`src/rtl/ab_cond_pkg.sv`:
```
// Shared types and constants for the A/B input conditioner.
package ab_cond_pkg;

  typedef enum logic [1:0] {
    LO       = 2'b00,
    RISE_CHK = 2'b01,
    HI       = 2'b10,
    FALL_CHK = 2'b11
  } cond_state_t;

  localparam int unsigned SYNC_STAGES = 2;

endpackage

```
`src/rtl/ab_cond_chan.sv`:
```
// One conditioner channel: two-flop synchroniser, stability-count debounce, rising-edge pulse.
// Optional debounced level output when AB_COND_LEVEL_OUT_EN is defined.
module ab_cond_chan
  import ab_cond_pkg::*;
#(
  parameter int unsigned DEBOUNCE_CYCLES = 4
) (
  input  logic clk,
  input  logic reset_n,
  input  logic raw,
  output logic pulse
`ifdef AB_COND_LEVEL_OUT_EN
  ,
  output logic level
`endif
);

  localparam int unsigned CNT_W = $clog2(DEBOUNCE_CYCLES) + 1;
  localparam logic [CNT_W-1:0] CNT_LAST = CNT_W'(DEBOUNCE_CYCLES - 1);
  localparam logic [CNT_W-1:0] CNT_ONE  = CNT_W'(1);

  logic [SYNC_STAGES-1:0] sync_q;
  logic                   s2;
  cond_state_t            state_q, state_d;
  logic [CNT_W-1:0]       cnt_q, cnt_d;
  logic                   pulse_q, pulse_d;

  assign s2 = sync_q[SYNC_STAGES-1];

  always_ff @(posedge clk or negedge reset_n) begin
    if (!reset_n) begin
      sync_q  <= '0;
      state_q <= LO;
      cnt_q   <= '0;
      pulse_q <= 1'b0;
    end else begin
      sync_q  <= {sync_q[SYNC_STAGES-2:0], raw};
      state_q <= state_d;
      cnt_q   <= cnt_d;
      pulse_q <= pulse_d;
    end
  end

  always_comb begin
    state_d = state_q;
    cnt_d   = cnt_q;
    pulse_d = 1'b0;
    case (state_q)
      LO: begin
        if (s2) begin
          state_d = RISE_CHK;
          cnt_d   = CNT_ONE;
        end else begin
          cnt_d = '0;
        end
      end
      RISE_CHK: begin
        if (!s2) begin
          state_d = LO;
          cnt_d   = '0;
        end else if (cnt_q == CNT_LAST) begin
          state_d = HI;
          cnt_d   = '0;
          pulse_d = 1'b1;
        end else begin
          cnt_d = cnt_q + CNT_ONE;
        end
      end
      HI: begin
        if (!s2) begin
          state_d = FALL_CHK;
          cnt_d   = CNT_ONE;
        end else begin
          cnt_d = '0;
        end
      end
      FALL_CHK: begin
        if (s2) begin
          state_d = HI;
          cnt_d   = '0;
        end else if (cnt_q == CNT_LAST) begin
          state_d = LO;
          cnt_d   = '0;
        end else begin
          cnt_d = cnt_q + CNT_ONE;
        end
      end
      default: begin
        state_d = LO;
        cnt_d   = '0;
      end
    endcase
  end

  assign pulse = pulse_q;

`ifdef AB_COND_LEVEL_OUT_EN
  // Debounced level is high from acceptance of a rise until a fall is accepted.
  assign level = (state_q == HI) || (state_q == FALL_CHK);
`endif

endmodule

```
`src/rtl/ab_input_conditioner.sv`:
```
// Two independent conditioner channels producing A/B event pulses for the sequence detector.
// Define AB_COND_LEVEL_OUT_EN to add debounced a_level/b_level outputs.
module ab_input_conditioner
  import ab_cond_pkg::*;
#(
  parameter int unsigned DEBOUNCE_CYCLES = 4
) (
  input  logic clk,
  input  logic reset_n,
  input  logic raw_a,
  input  logic raw_b,
  output logic a_pulse,
  output logic b_pulse
`ifdef AB_COND_LEVEL_OUT_EN
  ,
  output logic a_level,
  output logic b_level
`endif
);

  ab_cond_chan #(
    .DEBOUNCE_CYCLES(DEBOUNCE_CYCLES)
  ) u_chan_a (
    .clk    (clk),
    .reset_n(reset_n),
    .raw    (raw_a),
    .pulse  (a_pulse)
`ifdef AB_COND_LEVEL_OUT_EN
    ,
    .level  (a_level)
`endif
  );

  ab_cond_chan #(
    .DEBOUNCE_CYCLES(DEBOUNCE_CYCLES)
  ) u_chan_b (
    .clk    (clk),
    .reset_n(reset_n),
    .raw    (raw_b),
    .pulse  (b_pulse)
`ifdef AB_COND_LEVEL_OUT_EN
    ,
    .level  (b_level)
`endif
  );

endmodule

```
`config.mk`:
```
export PLATFORM = sky130hd
export DESIGN_NAME = ab_input_conditioner
export DESIGN_NICKNAME = d
export VERILOG_FILES = /design/src/rtl/ab_cond_pkg.sv /design/src/rtl/ab_cond_chan.sv /design/src/rtl/ab_input_conditioner.sv
export SDC_FILE = /design/constraint.sdc
export NUM_CORES = 1
export LEC_CHECK = 0
export CORE_AREA = 2 2 39 41
export CTS_CLUSTER_DIAMETER = 60
export DETAILED_ROUTE_END_ITERATION = 7
export DIE_AREA = 0 0 41 43
export PLACE_DENSITY = 0.65
export SLEW_MARGIN = 25
export SYNTH_ARGS = -nofsm -noshare
export SYNTH_HDL_FRONTEND = slang
export SYNTH_HIERARCHICAL = 1
export SYNTH_SLANG_ARGS = --single-unit
```
`constraint.sdc`:
```
create_clock -name clk -period 1.9 [get_ports clk]
set_clock_uncertainty 0.2 [all_clocks]
set_input_delay 0.57 -clock clk [delete_from_list [all_inputs] [get_ports clk]]
set_output_delay 0.57 -clock clk [all_outputs]
set_load 0.1 [all_outputs]
```
== After elaboration in Yosys (flattened, before gate mapping) ==
Index checks and enable logic that the tools add are counted.
Operators by class
  add/subtract/negate cells: 2
  equal/unequal tests: 16
  mux-type cells: 32
  reduce and logical (&&, ||, !) cells: 4
Operators with widths (number)
  2-bit two-way mux: 12
  3-bit case mux with 4 select lines: 2
  3-bit two-way mux: 6
  2-bit case mux with 4 select lines: 2
  1-bit two-way mux: 10
  2-bit equality test (second input constant): 4
  4-bit AND reduction: 2
  3-bit by 1-bit adder with 3-bit output (second input constant): 2
  3-bit by 2-bit equality test with 1-bit output (second input constant): 2
  3-bit by 1-bit != test with 1-bit output (second input constant): 2
  3-bit != test (second input constant): 2
  2-bit by 1-bit equality test with 1-bit output (second input constant): 2
  2-bit logical NOT: 2
  2-bit by 1-bit != test with 1-bit output (second input constant): 2
  2-bit != test (second input constant): 2
Word-level totals
  bits in registers: 16
  input port bits: 4
  output and inout bits: 2
  word-level logic and storage cells: 62

== Depth between registers and ports, before layout ==
Gate-level depths: netlist (run 1).
  depth after elaboration: 4
  depth in mapped cells: 4
  gate-level depth less buffers: 4

== Cells and area by module ==
Netlist (run 1), hierarchy kept.
By module, submodules not included
  ab_cond_chan (u_chan_b): instances 1, cells an instance 19, area an instance 300.3 um2, seq. area each 200.2 um2
  ab_cond_chan (u_chan_a): instances 1, cells an instance 19, area an instance 299.0 um2, seq. area each 200.2 um2

== Worst setup path before layout (run 1) ==
Ideal clock, no wire load.
  path type: register to output
  start point: reg u_chan_a.pulse_q, in the netlist u_chan_a/pulse
  end point: out a_pulse
  arrival: 0.883 ns
  data required time: 1.130 ns
  path slack: 0.247 ns
  cell stages (with the launch flop): 1
  path buffers: 0
  cells stage by stage: dfrtp_1
RTL lines
  start, declared: line ab_cond_chan.sv:26  | logic pulse_q, pulse_d;
  start signal, assigned: line ab_cond_chan.sv:40  | pulse_q <= pulse_d;
  end, declared: line ab_input_conditioner.sv:12  | output logic a_pulse,
No word-level cell between the ends.

== Worst setup path after layout (run 1) ==
  start point: reg u_chan_b.pulse_q, in the netlist u_chan_b/pulse
  end point: out b_pulse
RTL lines
  start, declared: line ab_cond_chan.sv:26
  start signal, assigned: line ab_cond_chan.sv:40
  end, declared: line ab_input_conditioner.sv:13  | output logic b_pulse
No word-level cell between the ends.

==> run summary, run 1 <==
Run status -> complete, no violations
Gpl congestion -> 0.6924
Grt ovf -> 0
Slew @ Worst Pin -> 0.2597 ns
ANT nets after route -> 0
Max-Cap Viols -> 0
Reg2reg path depth -> 4
DIE HEIGHT -> 43 um
Setup TNS -> 0 ns
Worst path arrival time -> 0.85 ns
Crit Path Category -> flip-flop to primary output
Worst path bufs/invs -> 1
Avg Synthesized Cell Area -> 15.77 um^2
Slowest CP cell -> dfrtp_1
Post-CTS Setup Inserts -> 0
Largest family of logic cells by synthesized area -> simple AND/OR/NAND/NOR gates
Starting DRT DRC Count -> 8
Core area -> 0.001384 mm^2
Critical Path Max Stage Delay -> 0.40 ns
Pre-antenna DRT Iters -> 3
Final WL -> 845 um
Top Ports -> 6
F_max -> 0.6165 GHz
Final setup fails -> 0
Total GRT Usage -> 13.86%
Hold endpoint -> u_chan_a/sync_q[1]$_DFF_PN0_
DIE WIDTH -> 41 um
Routed len/inst -> 13.41 um
Clk pin slew, worst setup/hold paths -> 0.08 ns
Area post-placement -> 696.9 um^2
# placed instances -> 60
Compound-Gate Fraction of Synth Area -> 1.670%
WP data required -> 1.13 ns
DIE AREA -> 0.001763 mm^2
Post-synthesis adder-cell area fraction -> 4.175%
Diodes inserted -> 0
Post-CTS resize count -> 0
Synth Area in XOR/XNOR -> 2.923%
Mapped Nets -> 44
PD cells -> 1227 mW/mm^2
Multiplexer share of the synthesized area -> 5.010%
Final worst-path cycle share -> 85.37%
Via Count -> 313
Layout net count -> 55
Initial antenna violation count -> 0
First-pass GRT wire length -> 1.566 mm
Synth Cell Area -> 599.3 um^2
Max FO, Critical Path -> 1
DRC viols -> 0
Final Util -> 51.99%
# port buffers -> 5
Slack of the worst reg-to-reg path -> 0.46 ns
Final std cells w/o fill -> 63
Worst path top cell family by delay -> flip-flops
# H-tree levels -> 1
Layout cells sized above 1 -> 31.91%
Maximum number of pins on one net before global-route repair -> 17
Rel. slew slack -> 82.63%
Layout Cell Area excl Fill -> 719.4 um^2
Min cycle time layout -> 1.622 ns
RSZ-0062 raised after global routing -> no
Synth Area in Simple Gates -> 19.42%
Final max-slew violation count -> 0
Initial core utilization -> 43.31%
CTS max path bufs -> 2
Worst setup SP type -> flip-flop
CTS Buf Count -> 3
Mapped Cells -> 38
Pwr Total -> 0.8825 mW
CTS Hold Bufs -> 0
Worst Hold Class -> flip-flop to flip-flop
CTS tree -> yes
Final Hold Viols -> 0
Post-synthesis cell type count -> 13
# rows -> 14
Crit-path cells -> buf_12
Hold_sp -> u_chan_a/sync_q[0]$_DFF_PN0_
Worst Setup End Kind -> primary output
Yosys reg bits -> 16
Vias/cell -> 4.968
CTS Root Cell -> clkbuf_4
Post-synthesis sequential area ratio -> 66.81%
Worst R2R Start -> u_chan_b/cnt_q[0]$_DFF_PN0_
Peak ir drop on the vdd network -> 0.5857 mV
Number of global-route vias before repair -> 349
Min-Delay Path Depth -> 0
Clock sinks -> 16
Yosys warning count -> 6
P&R area growth vs syn -> 20.04%
Worst-Skew Late Latency -> 0.27 ns
Static leakage -> 0.3456 nW
==> worst register-to-register path, cell delays in order, from the launching register on <==
cell	delay [ns]
dfrtp_1	0.39
ha_1	0.21
nor2b_4	0.13
nand2_2	0.10
mux2_4	0.30
==> metrics by stage <==
step / hold WS, ns / worst slack, ns
detailed placement: 0.1371 / 0.4817
CTS: 0.1558 / 0.2693
finish: 0.1533 / 0.2780
floorplan: 0.07441 / 0.2467
global route: 0.1653 / 0.2481
global placement: 0.1347 / 0.5091
==> cells in the mapped netlist <==
cell type  number  area [um^2]
mux2_4          2        30.03
and3_1          1        6.260
nor2b_4         2        27.53
o21ai_0         2        10.01
and4b_1         2        20.02
ha_1            2        25.02
nand2_2         2        12.51
dfrtp_1        16        400.4
xor2_1          2        17.52
and3_2          1        7.510
and2_1          2        12.51
and2_2          2        15.01
nor3b_1         2        15.01
==> report_power, final <==
part	leakage, nW	total, mW	internal [mW]	switching (mW)
combinational	0.129	0.224	0.131	0.0924
sequential	0.203	0.493	0.428	0.0656
clock	0.0138	0.166	0.0734	0.0923
==> layer usage <==
layer  GRT usage (%)  part of all wire, %  wire length (um)
met4           8.000                    0                 0
met2           20.31                   53               449
met1           18.09                   44               369
met5               0                    0                 0
met3           3.141                  3.1                26
==> logic make-up (layout without fill, tap and decap cells) <==
group | after synthesis | in the layout
flops | 16 | 16
simple gates | 14 | 14
compound gates | 2 | 2
mux | 2 | 2
xor+xnor | 2 | 2
buf+inv | 0 | 9
fa+ha+maj | 2 | 2
==> cell type report <==
| class | count | area [um^2] |
|---|---|---|
| clock buffer | 3 | 22.52 |
| fill | 114 | 664.4 |
| multi-input combinational | 22 | 198.9 |
| timing repair buffer | 6 | 77.57 |
| tap | 16 | 20.02 |
| sequential | 16 | 400.4 |
==> cells in the final DEF (no fill, tap or decap), drive strengths merged <==
cell | synthesis | routed
dfrtp | 16 | 16
and2 | 4 | 4
clkbuf | 0 | 3
clkdlybuf4s50 | 0 | 3
buf | 0 | 3
xor2 | 2 | 2
and4b | 2 | 2
nor2b | 2 | 2
o21ai | 2 | 2
nand2 | 2 | 2
nor3b | 2 | 2
mux2 | 2 | 2
ha | 2 | 2
and3 | 2 | 2
==> worst max-delay path by stage <==
stage	end	slack, ns	from	cells past startpoint
after floorplan	a_pulse	0.25	u_chan_a/pulse$_DFF_PN0_	0
after global placement	flip-flop	0.51	u_chan_a/cnt_q[0]$_DFF_PN0_	4
after detailed placement	flip-flop	0.48	u_chan_a/cnt_q[0]$_DFF_PN0_	4
after CTS	b_pulse	0.27	u_chan_b/pulse$_DFF_PN0_	1
after global routing	a_pulse	0.25	u_chan_a/pulse$_DFF_PN0_	1
final	b_pulse	0.28	u_chan_b/pulse$_DFF_PN0_	1
Power figures use the tool's default switching activity.
==> inputs of run 2 (changes only) <==
==> constraint.sdc (replaced) <==
create_clock -name clk -period 2 [get_ports clk]
set_clock_uncertainty 0.2 [all_clocks]
set_input_delay 0.6 -clock clk [delete_from_list [all_inputs] [get_ports clk]]
set_output_delay 0.6 -clock clk [all_outputs]
set_load 0.1 [all_outputs]
==> run summary, run 2 (synthesized netlist as in run 1, its figures left out) <==
Run status -> complete, no violations
Max-Cap Viols -> 0
Final Hold Viols -> 0
Worst R2R Start -> u_chan_a/cnt_q[0]$_DFF_PN0_
Layout cells sized above 1 -> 33.33%
Final setup fails -> 0
CP Capture Point -> a_pulse
Starting DRT DRC Count -> 5
Final worst-path cycle share -> 83.15%
Worst setup margin -> 0.3370 ns
Routed len/inst -> 12.92 um
Initial core utilization -> 43.31%
Most common cell after layout, fill and taps aside -> dfrtp_1
Core area -> 0.001384 mm^2
# rows -> 14
Worst path bufs/invs -> 1
Crit-path cells -> buf_12
CTS Root Cell -> clkbuf_4
DIE AREA -> 0.001763 mm^2
Worst path arrival time -> 0.86 ns
Worst setup SP type -> flip-flop
Worst slack at placement -> 0.5808 ns
Setup crit start -> u_chan_a/pulse$_DFF_PN0_
DIE WIDTH -> 41 um
F_max -> 0.6013 GHz
WP data required -> 1.20 ns
# H-tree levels -> 1
Top Ports -> 6
Rel. slew slack -> 83.65%
Reg2reg path depth -> 4
Pre-antenna DRT Iters -> 4
Static leakage -> 0.3528 nW
CTS max path bufs -> 2
Worst Setup End Kind -> primary output
Setup TNS -> 0 ns
DRC viols -> 0
Worst path top cell family by delay -> flip-flops
CTS Buf Count -> 3
Layout net count -> 55
Total GRT Usage -> 13.64%
Area post-placement -> 696.9 um^2
Slowest CP cell -> dfrtp_1
Post-CTS resize count -> 0
RSZ-0062 raised after global routing -> no
Slew @ Worst Pin -> 0.2444 ns
Peak ir drop on the vdd network -> 0.5273 mV
Clk pin slew, worst setup/hold paths -> 0.09 ns
Maximum number of pins on one net before global-route repair -> 17
Slack of the worst reg-to-reg path -> 0.56 ns
Critical Path Max Stage Delay -> 0.41 ns
# port buffers -> 5
Min cycle time layout -> 1.663 ns
Final HPWL DP -> 636.8 um
P&R area growth vs syn -> 22.34%
Clock sinks -> 16
First-pass GRT wire length -> 1.476 mm
Diodes inserted -> 0
ANT nets after route -> 0
Via Count -> 330
Post-CTS Setup Inserts -> 0
PD cells -> 1207 mW/mm^2
Most frequent cells in the layout -> dfrtp_1, clkbuf_4, clkdlybuf4s50_1
Gpl congestion -> 0.6662
Number of global-route vias before repair -> 344
DIE HEIGHT -> 43 um
Vias/cell -> 5.156
Crit Path Category -> flip-flop to primary output
CTS tree -> yes
Final WL -> 827 um
Initial antenna violation count -> 0
Max FO, Critical Path -> 1
Critical path depth in cells -> 1
Fillers -> 111
Layout Cell Area excl Fill -> 733.2 um^2
Worst Hold Class -> flip-flop to flip-flop
Grt ovf -> 0
CTS Hold Bufs -> 0
Worst-Skew Late Latency -> 0.28 ns
Final max-slew violation count -> 0
Pwr Total -> 0.8853 mW
[run 2: routing by layer]
layer | track usage, % | share of wire, %
met4 | 8.000 | 2.8
met5 | 0 | 0
met2 | 19.69 | 51
met1 | 16.96 | 42
met3 | 4.712 | 3.3
[run 2: how the worst min path moves through the flow]
stage | cells past startpoint | from | end | slack [ns]
after floorplan | 0 | reset_n | async pin | 0.10
after global placement | 0 | u_chan_b/sync_q[0]$_DFF_PN0_ | u_chan_b/sync_q[1]$_DFF_PN0_ | 0.13
after detailed placement | 0 | u_chan_a/sync_q[0]$_DFF_PN0_ | u_chan_a/sync_q[1]$_DFF_PN0_ | 0.14
after CTS | 0 | u_chan_a/sync_q[0]$_DFF_PN0_ | u_chan_a/sync_q[1]$_DFF_PN0_ | 0.16
after global routing | 0 | u_chan_a/sync_q[0]$_DFF_PN0_ | u_chan_a/sync_q[1]$_DFF_PN0_ | 0.17
final | 0 | u_chan_a/sync_q[0]$_DFF_PN0_ | u_chan_a/sync_q[1]$_DFF_PN0_ | 0.16
[run 2: cell type report]
type	instances	area (um^2)	share of cell area (%)
Sequential cell	16	400.4	54.61
Multi-Input combinational cell	22	198.9	27.13
Timing Repair Buffer	6	77.57	10.58
Clock buffer	4	36.28	4.949
Tap cell	16	20.02	2.730
[run 2: where the power goes]
group	internal [mW]	switching [mW]
Sequential	0.406	0.0597
Combinational	0.124	0.0896
Clock	0.111	0.0952
[run 2: metrics by stage]
stage,hold slack (ns),utilization (%),cells
after floorplan,0.1044,-,38
after CTS,0.1569,52.98,64
after global routing,0.1742,52.98,64
final,0.1551,52.98,64
after detailed placement,0.1364,50.36,60
after global placement,0.1347,50.36,60
